**src/rtl/amber128_reset_seq_if.sv**
```systemverilog
// Signal bundle between the reset sequencer and its environment.
// The sequencer takes the slave side; the platform (or a bench) takes the master side.
interface amber128_reset_seq_if;
    logic       pll_locked_i;
    logic       sw_rst_req_i;
    logic       rst_periph_no;
    logic       rst_mem_no;
    logic       rst_core_no;
    logic       busy_o;
    logic       sw_ack_o;
    logic [1:0] cause_o;

    modport master (
        output pll_locked_i, sw_rst_req_i,
        input  rst_periph_no, rst_mem_no, rst_core_no, busy_o, sw_ack_o, cause_o
    );

    modport slave (
        input  pll_locked_i, sw_rst_req_i,
        output rst_periph_no, rst_mem_no, rst_core_no, busy_o, sw_ack_o, cause_o
    );
endinterface

```
**src/rtl/amber128_reset_seq.sv**
```systemverilog
// Staged reset sequencer: waits for PLL lock, holds all domains in reset,
// then releases peripherals, memory and core in that order. A loss of lock
// or an accepted software request re-asserts every domain. The cause of the
// most recent reset is kept for boot firmware.
module amber128_reset_seq #(
    parameter int HOLD_CYCLES      = 16,
    parameter int STEP_CYCLES      = 8,
    parameter int CNT_W            = 8,
    parameter int LOCK_SYNC_STAGES = 2
) (
    input logic                  clk_i,
    input logic                  rst_ni,
    amber128_reset_seq_if.slave  bus
);

    // Reject parameter sets the counter or the synchronizer cannot honour.
    if (HOLD_CYCLES < 1 || STEP_CYCLES < 1 ||
        HOLD_CYCLES > (1 << CNT_W) - 1 || STEP_CYCLES > (1 << CNT_W) - 1 ||
        LOCK_SYNC_STAGES < 2) begin : g_bad_params
        $fatal(1, "amber128_reset_seq: illegal parameter combination");
    end

    typedef enum logic [2:0] {
        WAIT_LOCK  = 3'd0,
        HOLD       = 3'd1,
        REL_PERIPH = 3'd2,
        REL_MEM    = 3'd3,
        RUN        = 3'd4
    } state_t;

    localparam logic [1:0] CAUSE_POR  = 2'b00;
    localparam logic [1:0] CAUSE_LOCK = 2'b01;
    localparam logic [1:0] CAUSE_SW   = 2'b10;

    localparam logic [CNT_W-1:0] HOLD_LAST = CNT_W'(HOLD_CYCLES - 1);
    localparam logic [CNT_W-1:0] STEP_LAST = CNT_W'(STEP_CYCLES - 1);

    state_t                      state;
    logic [CNT_W-1:0]            cnt;
    logic [LOCK_SYNC_STAGES-1:0] lock_sync;
    logic                        lock_s;
    logic                        rst_periph_n;
    logic                        rst_mem_n;
    logic                        rst_core_n;
    logic                        busy;
    logic                        sw_ack;
    logic [1:0]                  cause;

    // Bring the asynchronous PLL lock into the clk_i domain.
    always_ff @(posedge clk_i or negedge rst_ni) begin
        if (!rst_ni) begin
            lock_sync <= '0;
        end else begin
            lock_sync <= {lock_sync[LOCK_SYNC_STAGES-2:0], bus.pll_locked_i};
        end
    end

    assign lock_s = lock_sync[LOCK_SYNC_STAGES-1];

    // Sequencer: every output is a flop, so domain resets never glitch.
    always_ff @(posedge clk_i or negedge rst_ni) begin
        if (!rst_ni) begin
            state        <= WAIT_LOCK;
            cnt          <= '0;
            rst_periph_n <= 1'b0;
            rst_mem_n    <= 1'b0;
            rst_core_n   <= 1'b0;
            busy         <= 1'b1;
            sw_ack       <= 1'b0;
            cause        <= CAUSE_POR;
        end else begin
            sw_ack <= 1'b0;
            if (state != WAIT_LOCK && !lock_s) begin
                // Lock loss outranks everything, including a pending software request.
                state        <= WAIT_LOCK;
                cnt          <= '0;
                rst_periph_n <= 1'b0;
                rst_mem_n    <= 1'b0;
                rst_core_n   <= 1'b0;
                busy         <= 1'b1;
                cause        <= CAUSE_LOCK;
            end else begin
                case (state)
                    WAIT_LOCK: begin
                        cnt <= '0;
                        if (lock_s) state <= HOLD;
                    end
                    HOLD: begin
                        if (cnt == HOLD_LAST) begin
                            state        <= REL_PERIPH;
                            cnt          <= '0;
                            rst_periph_n <= 1'b1;
                        end else begin
                            cnt <= cnt + 1'b1;
                        end
                    end
                    REL_PERIPH: begin
                        if (cnt == STEP_LAST) begin
                            state     <= REL_MEM;
                            cnt       <= '0;
                            rst_mem_n <= 1'b1;
                        end else begin
                            cnt <= cnt + 1'b1;
                        end
                    end
                    REL_MEM: begin
                        if (cnt == STEP_LAST) begin
                            state      <= RUN;
                            cnt        <= '0;
                            rst_core_n <= 1'b1;
                            busy       <= 1'b0;
                        end else begin
                            cnt <= cnt + 1'b1;
                        end
                    end
                    RUN: begin
                        // PLL is still good, so skip WAIT_LOCK and restart at HOLD.
                        if (bus.sw_rst_req_i) begin
                            state        <= HOLD;
                            cnt          <= '0;
                            rst_periph_n <= 1'b0;
                            rst_mem_n    <= 1'b0;
                            rst_core_n   <= 1'b0;
                            busy         <= 1'b1;
                            sw_ack       <= 1'b1;
                            cause        <= CAUSE_SW;
                        end
                    end
                    default: begin
                        state <= WAIT_LOCK;
                        cnt   <= '0;
                    end
                endcase
            end
        end
    end

    assign bus.rst_periph_no = rst_periph_n;
    assign bus.rst_mem_no    = rst_mem_n;
    assign bus.rst_core_no   = rst_core_n;
    assign bus.busy_o        = busy;
    assign bus.sw_ack_o      = sw_ack;
    assign bus.cause_o       = cause;

endmodule

```
**src/flat_wrapper.sv**
```systemverilog
// flat-port wrapper written by rule: the top's interface ports become plain ports
module amber128_reset_seq_flat 
#(
    parameter int HOLD_CYCLES      = 16,
    parameter int STEP_CYCLES      = 8,
    parameter int CNT_W            = 8,
    parameter int LOCK_SYNC_STAGES = 2
)
  (clk_i, rst_ni, bus_pll_locked_i, bus_sw_rst_req_i, bus_rst_periph_no, bus_rst_mem_no, bus_rst_core_no, bus_busy_o, bus_sw_ack_o, bus_cause_o);
  amber128_reset_seq_if bus_i ();
  input logic clk_i;
  input logic rst_ni;
  input wire logic [$bits(bus_i.pll_locked_i)-1:0] bus_pll_locked_i;
  input wire logic [$bits(bus_i.sw_rst_req_i)-1:0] bus_sw_rst_req_i;
  output wire logic [$bits(bus_i.rst_periph_no)-1:0] bus_rst_periph_no;
  output wire logic [$bits(bus_i.rst_mem_no)-1:0] bus_rst_mem_no;
  output wire logic [$bits(bus_i.rst_core_no)-1:0] bus_rst_core_no;
  output wire logic [$bits(bus_i.busy_o)-1:0] bus_busy_o;
  output wire logic [$bits(bus_i.sw_ack_o)-1:0] bus_sw_ack_o;
  output wire logic [$bits(bus_i.cause_o)-1:0] bus_cause_o;
  assign bus_i.pll_locked_i = bus_pll_locked_i;
  assign bus_i.sw_rst_req_i = bus_sw_rst_req_i;
  assign bus_rst_periph_no = bus_i.rst_periph_no;
  assign bus_rst_mem_no = bus_i.rst_mem_no;
  assign bus_rst_core_no = bus_i.rst_core_no;
  assign bus_busy_o = bus_i.busy_o;
  assign bus_sw_ack_o = bus_i.sw_ack_o;
  assign bus_cause_o = bus_i.cause_o;
  amber128_reset_seq #(.HOLD_CYCLES(HOLD_CYCLES), .STEP_CYCLES(STEP_CYCLES), .CNT_W(CNT_W), .LOCK_SYNC_STAGES(LOCK_SYNC_STAGES)) u_core (.clk_i(clk_i), .rst_ni(rst_ni), .bus(bus_i));
endmodule
```
**config.mk**
```make
export PLATFORM = sky130hd
export DESIGN_NAME = amber128_reset_seq_flat
export DESIGN_NICKNAME = d
export VERILOG_FILES = /design/src/rtl/amber128_reset_seq_if.sv /design/src/rtl/amber128_reset_seq.sv /design/src/flat_wrapper.sv
export SDC_FILE = /design/constraint.sdc
export NUM_CORES = 1
export LEC_CHECK = 0
export BUFFER_PORTS_ARGS = -buffer_cell sky130_fd_sc_hd__buf_2
export CAP_MARGIN = 10
export CORE_UTILIZATION = 50
export CTS_CLUSTER_DIAMETER = 80
export CTS_CLUSTER_SIZE = 10
export DETAILED_ROUTE_END_ITERATION = 16
export HOLD_SLACK_MARGIN = 0.12
export PLACE_DENSITY = 0.75
export SYNTH_ARGS = -nofsm -noshare
export SYNTH_HDL_FRONTEND = slang
export SYNTH_SLANG_ARGS = --single-unit
```
**constraint.sdc**
```tcl
create_clock -name clk_i -period 1.94 [get_ports clk_i]
set_clock_uncertainty 0.15 [all_clocks]
set_input_delay 0.291 -clock clk_i [delete_from_list [all_inputs] [get_ports clk_i]]
set_output_delay 0.291 -clock clk_i [all_outputs]
set_load 0.05 [all_outputs]
```
==> results_dict.tcl, run 1 <==
set metrics [dict create \
    synth_top_family_by_area "simple AND/OR/NAND/NOR gates" \
    antenna_found_initial 0 \
    dp_hpwl_microns 1540 \
    routabilityCongestion 0.905 \
    grt_start_max_net_pins 21 \
    use_met1 0.315 \
    cts_made_buffers 3 \
    power_density_mw_per_mm2 663 \
    finalSetupViolations 0 \
    grtUsageMet2 0.395 \
    rsz0062_at_grt "no" \
    globalRoute.busiestLayer "met2" \
    grt_overflow 0 \
    die_area_sq_mm 0.00224 \
    synth_fa_ha_area_frac 0.0122 \
    report.final.slew_viol_count 0 \
    final_cell_area_sq_mm 0.00122 \
    cp-start-kind "register" \
    synthFlopType "dfrtp_1" \
    fillCellCount 169 \
    wl_per_cell_microns 14.8 \
    synth_nets 110 \
    setup_ws_ns 0.0872 \
    cap_viol_max_count 0 \
    synth_area_leaders "dfrtp_1, nand3_1, a21oi_1" \
    place_ws_ns 0.0766 \
    seqCellArea_sq_um 504 \
    leakage_nw 0.564 \
    routed_wl_microns 2230 \
    fin_tns_setup_ns 0 \
    grt_pass1_vias 866 \
    drt_iter0_markers 30 \
    crit_type "reg -> reg" \
    grtUsageMet3 0.0346 \
    synth_compound_area_frac 0.141 \
    initial_utilization 0.530 \
    endpoint_kind "register" \
    gr-usage-all-layers 0.246 \
    drc 0 \
    cts_max_level 1 \
    syn_inst 105 \
    hold_path.class "in -> reg" \
    viasPerCell 5.77 \
    die_h_microns 47.4 \
    synth.most_common_cell "dfrtp_1" \
    grt_pass1_wl_microns 3770 \
    place_area_sq_mm 0.00114 \
    via_count 872 \
    core.rowCount 16 \
    synthMuxAreaShare 0.0304 \
    dr.pass1.iters 4 \
    synth_top_area_cell "dfrtp_1" \
    async_flop_share 1.00 \
    die_w_microns 47.4 \
    clk_pin_slew_ns 0.11 \
    period_share 0.955 \
    core_sq_mm 0.00194 \
    synth_common_cells "dfrtp_1, nand3_1, nand2_1" \
    insertion_delay_ns 0.30 \
    avgSynthCellArea_sq_um 9.81 \
    synthXorXnorAreaFrac 0.0170 \
    outcome "finished, final reports clean" \
    multi_input_area_sq_um 485 \
    ant_nets 0 \
    whs_ns 0.175 \
    synth-edff-count 0 \
    num-nets-final 130 \
    synth_warnings 0 \
    area_growth_pct 18.1 \
    worst_pin_slew_ns 0.438 \
    cts.sinks 20 \
    worstPathArrival_ns 1.90 \
    cts_buffer_depth 2 \
    path_max_fanout 7 \
    clockRootBuffer "clkbuf_4" \
    antennaDiodeCount 0 \
    fmax_mhz 540 \
    cts_tree "done" \
    portBuffers 10 \
    timing.max_slew.rel_slack 0.708 \
    synth-seq-cells 20 \
    drive_gt1_frac 0.282 \
    ys_types 42 \
    seq_area_frac_synth 0.487 \
    ios 11 \
    synth_simple_gate_area_frac 0.265 \
    synthesis.area_sq_mm 0.00103 \
    synth_top_area_share 0.462 \
    period_minus_slack_ns 1.85 \
    hold_violations 0 \
    crit_required_ns 1.99 \
    peakVddDrop_mv 0.408 \
]
## kinds of logic (layout without fill, tap and decap cells)
| family | after synthesis | after routing |
|---|---|---|
| AOI/OAI and AO/OA | 21 | 21 |
| buffers and inverters | 11 | 30 |
| muxes | 3 | 3 |
| DFF | 20 | 20 |
| adders and majority gates | 1 | 1 |
| xor gates and xnor gates | 2 | 2 |
| and+or+nand+nor | 47 | 47 |
## per-layer routing
| layer | routed length [microns] | vias up |
|---|---|---|
| met1 | 1020 | 426 |
| met5 | 0 | - |
| met4 | 27 | 0 |
| met2 | 1110 | 24 |
| li1 | - | 418 |
| met3 | 72 | 4 |
## timing repair
action	in CTS	in global routing
hold buffers	2	0
buffers inserted	0	1
gates resized for setup	0	4
endpoints found under the setup margin	0	2
hold endpoints to repair	21	0
## cell usage in the layout, fill, tap and decap left out, drive strengths merged, types with 3 or more instances in the layout
master / n
nand3: 12
a21oi: 6
dfrtp: 19
clkbuf: 4
nand2: 8
inv: 5
nand4: 3
buf: 19
nor2: 8
## worst max-delay path, cell delays in order, from the launching register on
cell and delay (ns):
dfrtp_2 0.47, or4_4 0.55, nor3b_4 0.28, mux2i_1 0.22
a21oi_1 0.09
## stage by stage
stage	power [W]	util	cells
detailed placement	0.000565	0.589	144
global placement	0.000561	0.589	144
CTS	0.000808	0.618	150
global route	0.000850	0.626	151
floorplan	0.000522	-	105
finish	0.000807	0.626	151
## report_power, final
group / total [W] / internal (W) / switching [W]
clock network: 0.000245 / 0.000115 / 0.000130
logic: 0.000122 / 0.0000456 / 0.0000766
registers: 0.000440 / 0.000430 / 0.00000953
total: 0.000807 / 0.000591 / 0.000216
## sequential cells by signal (all words and copies together), names as in the netlist
| signal | count |
|---|---|
| u_core.cnt | 8 |
| u_core.state | 3 |
| u_core.bus.cause_o | 2 |
| u_core.lock_sync | 2 |
| u_core.bus.busy_o | 1 |
| u_core.bus.rst_core_no | 1 |
| u_core.bus.rst_mem_no | 1 |
| u_core.bus.rst_periph_no | 1 |
| u_core.bus.sw_ack_o | 1 |
## path summary, 6_finish.rpt
path                                     start                   to  slack, ns  cells past startpoint
setup / recovery                 u_core.cnt[4]      u_core.state[0]       0.09                      4
hold / removal                bus_sw_rst_req_i        u_core.cnt[2]       0.18                      3
setup reg to reg                 u_core.cnt[4]      u_core.state[0]       0.09                      4
hold reg to reg            u_core.lock_sync[0]  u_core.lock_sync[1]       0.21                      0
max in group asynchronous               rst_ni    u_core.bus.busy_o       1.00                      2
min in group asynchronous               rst_ni  u_core.bus.sw_ack_o       0.31                      2
## cell type report
type,instances,share of cell area
inverter,5,0.0154
multi-input combinational,74,0.399
sequential,20,0.415
timing repair buffer,21,0.113
clock buffer,4,0.0298
tap,27,0.0278
Note: power is estimated with default switching activity, not from simulation.
==> run 2: changes to the inputs <==
--- a/config.mk
+++ b/config.mk
@@ -13,6 +13,7 @@
 export DETAILED_ROUTE_END_ITERATION = 16
 export HOLD_SLACK_MARGIN = 0.12
 export PLACE_DENSITY = 0.75
+export RECOVER_POWER = 100
 export SYNTH_ARGS = -nofsm -noshare
 export SYNTH_HDL_FRONTEND = slang
 export SYNTH_SLANG_ARGS = --single-unit
==> run 2 against run 1 <==
Effect of this change: via count is 0.92% higher; worst hold slack worse by 0.00090 ns; sequential share of layout area rose by 0.69 points; maximum frequency down 0.10%; cell area is 1.6% lower; clock power is essentially flat; combinational power about the same; sequential power about the same; setup slack lost 0.0019 ns; global-route usage unchanged; non-clock buffer count stayed put; utilization shrank 1.0 points; critical path type unchanged.
==> results_dict.tcl, run 2 (synthesis results as in run 1) <==
set metrics [dict create \
    die_w_microns 47.4 \
    worstPathArrival_ns 1.90 \
    final_cell_mix "dfrtp_1, nand3_1, buf_4" \
    period_minus_slack_ns 1.85 \
    largest_reg_flops 8 \
    cts_buffer_depth 2 \
    drt_iter0_markers 30 \
    core.rowCount 16 \
    finalSetupViolations 0 \
    regMostFlops "u_core.cnt" \
    power_density_mw_per_mm2 672 \
    outcome "finished, final reports clean" \
    routed_wl_microns 2250 \
    fin_cells 151 \
    path_cells "or4_4, nor3b_4, mux2i_1, a21oi_1" \
    die_area_sq_mm 0.00224 \
    via_count 880 \
    dp_cells 144 \
    dr.pass1.iters 4 \
    hold_violations 0 \
    cts.sinks 20 \
    grt_overflow 0 \
    grt_pass1_wl_microns 3770 \
    finalPower_w 0.000804 \
    clockRootBuffer "clkbuf_4" \
    crit_required_ns 1.99 \
    clk_pin_slew_ns 0.11 \
    drive_gt1_frac 0.202 \
    antennaDiodeCount 0 \
    crit_type "reg -> reg" \
    cts_made_buffers 3 \
    core_sq_mm 0.00194 \
    antenna_found_initial 0 \
    cp-start-kind "register" \
    grt_start_max_net_pins 21 \
    period_share 0.956 \
    ios 11 \
    hold_path.class "in -> reg" \
    die_h_microns 47.4 \
    rsz0062_at_grt "no" \
    final_cell_area_sq_mm 0.00120 \
    cap_viol_max_count 0 \
    insertion_delay_ns 0.30 \
    routabilityCongestion 0.905 \
    endpoint_kind "register" \
    gr-usage-all-layers 0.246 \
    cts_max_level 1 \
    fmax_mhz 539 \
    report.final.slew_viol_count 0 \
    place_area_sq_mm 0.00114 \
    worst_pin_slew_ns 1.05 \
    drc 0 \
    path_max_fanout 7 \
    cts_tree "done" \
    viasPerCell 5.83 \
    peakVddDrop_mv 0.407 \
    portBuffers 10 \
    dp_hpwl_microns 1540 \
    ant_nets 0 \
    reg.largest.list "u_core.cnt: 8 flops, u_core.state: 3 flops" \
    num-nets-final 130 \
    wl_per_cell_microns 14.9 \
    timing.max_slew.rel_slack 0.303 \
    fin_util 0.616 \
    layout_commonest_cell "dfrtp_1" \
    fin_tns_setup_ns 0 \
    initial_utilization 0.530 \
    critical_path.slowest_cell "or4_4" \
    grt_pass1_vias 866 \
    cpPeakStageDelay_ns 0.55 \
    area_growth_pct 16.2 \
    leakage_nw 0.537 \
]
-- run 2: changes by cell type in the layout (fill, tap and decap cells not counted) --
| cell | previous run | this run |
|---|---|---|
| nor2_1 | 7 | 8 |
| clkbuf_1 | 0 | 8 |
| nor2_2 | 1 | 0 |
| nand2b_4 | 1 | 0 |
| nand2b_1 | 1 | 2 |
| buf_2 | 10 | 2 |
-- run 2: stage by stage --
| step | hold WS (ns) | setup WS, ns |
|---|---|---|
| global route | 0.167 | 0.0111 |
| CTS | 0.171 | 0.0226 |
| finish | 0.175 | 0.0853 |
| global placement | 0.105 | 0.140 |
| floorplan | -0.155 | 0.110 |
| detailed placement | 0.110 | 0.0766 |
-- run 2: repair_timing --
action / CTS / global route
hold buffers: 2 / 0
hold endpoints to repair: 21 / 0
endpoints found under the setup margin: 0 / 2
setup buffers: 0 / 1
gates resized for setup: 0 / 4
-- run 2: path summary, 6_finish.rpt --
check                      depth (start not counted)             endpoint  slack [ns]                start
setup / recovery                                   4      u_core.state[0]        0.09        u_core.cnt[4]
hold / removal                                     3  u_core.bus.sw_ack_o        0.17     bus_sw_rst_req_i
setup reg to reg                                   4      u_core.state[0]        0.09        u_core.cnt[4]
hold reg to reg                                    0  u_core.lock_sync[1]        0.21  u_core.lock_sync[0]
max in group asynchronous                          2        u_core.cnt[5]        0.40               rst_ni
min in group asynchronous                          2  u_core.bus.sw_ack_o        0.53               rst_ni
-- run 2: area by class of cell --
type | count | area [sq um]
fill | 178 | 746
sequential | 20 | 504
multi-input combinational | 74 | 475
timing repair buffer | 21 | 128
clock buffer | 4 | 36.3
tap | 27 | 33.8
inverter | 5 | 18.8
-- run 2: report_power, final --
part           leakage [nW]  internal (W)  total [W]  switching (W)
Combinational         0.258     0.0000423   0.000120      0.0000775
Sequential            0.258      0.000430   0.000439     0.00000852
Clock                0.0210      0.000115   0.000245       0.000130
Total                 0.537      0.000587   0.000804       0.000216
-- run 2: worst max-delay path, delay by kind of cell, from the launching register on --
kind | cells | cell delay [ns]
compound gates | 1 | 0.09
simple gates | 2 | 0.83
mux | 1 | 0.22
flops | 1 | 0.47
-- run 2: per-layer routing --
metal	GRT usage	up-vias	part of all wire	wire (microns)
li1	-	419	-	-
met1	0.315	437	0.46	1030
met2	0.395	20	0.51	1140
met3	0.0346	4	0.024	55
met4	0.143	0	0.012	27
met5	0	-	0	0
==> run 3: changes to the inputs <==
--- a/config.mk
+++ b/config.mk
@@ -7,6 +7,7 @@
 export LEC_CHECK = 0
 export BUFFER_PORTS_ARGS = -buffer_cell sky130_fd_sc_hd__buf_2
 export CAP_MARGIN = 10
+export CORE_MARGIN = 2
 export CORE_UTILIZATION = 50
 export CTS_CLUSTER_DIAMETER = 80
 export CTS_CLUSTER_SIZE = 10
==> constraint.sdc (replaced) <==
create_clock -name clk_i -period 1.94 [get_ports clk_i]
set_clock_uncertainty 0.15 [all_clocks]
set_input_delay 0.097 -clock clk_i [delete_from_list [all_inputs] [get_ports clk_i]]
set_output_delay 0.097 -clock clk_i [all_outputs]
set_load 0.05 [all_outputs]
==> run 3 against run 2 <==
Effect of this change: sequential power is essentially flat; total power is essentially flat; non-clock buffer count rose by 4; flip-flop and latch count is the same; maximum frequency down 0.34%; final cell count rose by 2.6%; count of clock-buffer cells in the layout did not move; clock power hardly changed; critical path depth is the same; largest cell class unchanged; die area up 8.6%; worst hold slack gained 0.037 ns.
==> results_dict.tcl, run 3 (synthesis results as in run 1) <==
set metrics [dict create \
    period_share 0.959 \
    r2r_cells 4 \
    wl_met1_microns 973 \
    die_w_microns 49.4 \
    clk_pin_slew_ns 0.11 \
    grt_pass1_vias 779 \
    grt_overflow 0 \
    post_cts_buffers 0 \
    seqCellArea_sq_um 502 \
    layout_commonest_cell "dfrtp_1" \
    largest_reg_flops 8 \
    grt_start_max_net_pins 12 \
    initial_utilization 0.525 \
    routed_wl_microns 2140 \
    cts_max_level 1 \
    route.met3.wl_microns 113 \
    cts_tree "done" \
    clockRootBuffer "clkbuf_4" \
    report.final.slew_viol_count 0 \
    routabilityCongestion 0.867 \
    fin_tns_setup_ns 0 \
    dp_cells 145 \
    rsz0062_at_grt "no" \
    fin_util 0.626 \
    cts.sinks 20 \
    setup_ws_ns 0.0790 \
    die_h_microns 49.4 \
    rr_startpoint "u_core.cnt[5]" \
    dp_hpwl_microns 1410 \
    rr_endpoint "u_core.state[0]" \
    core.rowCount 16 \
    finalSetupViolations 0 \
    final_cell_mix "dfrtp_1, nand3_1, buf_4" \
    via_count 873 \
    dr.max_layer_used "met4" \
    fillCellCount 189 \
    hold_path.class "reg -> reg" \
    endpoint_kind "register" \
    multi_input_area_sq_um 469 \
    drc 0 \
    dr.pass1.iters 4 \
    viasPerCell 5.63 \
    fin_cells 155 \
    fmax_mhz 537 \
    worst_pin_slew_ns 0.592 \
    antenna_found_initial 0 \
    area_growth_pct 19.3 \
    crit_required_ns 1.98 \
    crit_end "u_core.state[0]" \
    power_density_mw_per_mm2 654 \
    hold_violations 0 \
    whs_ns 0.211 \
    crit_type "reg -> reg" \
    peakVddDrop_mv 0.416 \
    cts_buffer_depth 2 \
    die_area_sq_mm 0.00244 \
    reg2reg_slack_ns 0.08 \
    drive_gt1_frac 0.180 \
    insertion_delay_ns 0.30 \
    path_max_fanout 7 \
    reg.largest.list "u_core.cnt: 8 flops, u_core.state: 3 flops" \
    period_minus_slack_ns 1.86 \
    timing.max_slew.rel_slack 0.607 \
    drt_iter0_markers 31 \
    gr-usage-all-layers 0.204 \
    route.met2.wl_microns 1010 \
    antennaDiodeCount 0 \
    regMostFlops "u_core.cnt" \
    wl_per_cell_microns 13.8 \
    cts_made_buffers 3 \
    outcome "finished, final reports clean" \
    cap_viol_max_count 0 \
    portBuffers 10 \
    core_sq_mm 0.00196 \
    num-nets-final 134 \
    worstPathArrival_ns 1.91 \
    ios 11 \
    startpoint "u_core.cnt[5]" \
    grt_pass1_wl_microns 3710 \
    cp-start-kind "register" \
    place_ws_ns 0.0939 \
    ant_nets 0 \
    leakage_nw 0.558 \
]
run 3: cell count changes in the layout (fill, tap and decap cells not counted), sizes merged:
cell / before / now
clkdlybuf4s25: 0 / 1
dlygate4sd3: 2 / 5
buf: 11 / 12
clkbuf: 12 / 11
run 3: how the worst min path moves through the flow:
stage / from / endpoint / cells after the start
2_1_floorplan: rst_ni / u_core.bus.cause_o[0] / 0
3_3_place_gp: rst_ni / u_core.bus.sw_ack_o / 1
3_5_place_dp: rst_ni / u_core.bus.cause_o[1] / 1
4_1_cts: u_core.lock_sync[0] / u_core.lock_sync[1] / 0
5_1_grt: u_core.lock_sync[0] / u_core.lock_sync[1] / 0
6_report: u_core.lock_sync[0] / u_core.lock_sync[1] / 0
run 3: power breakdown:
part / leakage, nW / internal [W] / switching [W]
clock: 0.0210 / 0.000115 / 0.000128
combinational: 0.275 / 0.0000472 / 0.0000756
sequential: 0.262 / 0.000430 / 0.00000807
run 3: routing by layer:
layer	GRT usage	vias to the layer above
met3	0.0368	5
met1	0.273	409
li1	-	427
met2	0.311	32
met5	0	-
met4	0.111	0
run 3: final cells by class:
cell class | count | share of cell area
Clock buffer | 4 | 0.0295
Inverter | 5 | 0.0153
Multi-Input combinational cell | 74 | 0.382
Sequential cell | 20 | 0.408
Tap cell | 27 | 0.0275
Timing Repair Buffer | 25 | 0.137
run 3: worst max-delay path, cell delays in order (launching register included):
cell     delay [ns]
dfrtp_1        0.45
or4_4          0.58
nor3b_4        0.28
mux2i_1        0.21
a21oi_1        0.09
run 3: repair_timing:
| action | in CTS | in global routing |
|---|---|---|
| hold buffers | 6 | 0 |
| endpoints found under the setup margin | 0 | 11 |
| gates resized for setup | 0 | 1 |
| hold endpoints to repair | 29 | 0 |
run 3: metrics by stage:
stage                     instance area, sq um  total power, W
after floorplan                           1030        0.000522
after global placement                    1150        0.000561
after detailed placement                  1150        0.000564
after CTS                                 1250        0.000816
after global routing                      1230        0.000846
final                                     1230        0.000804
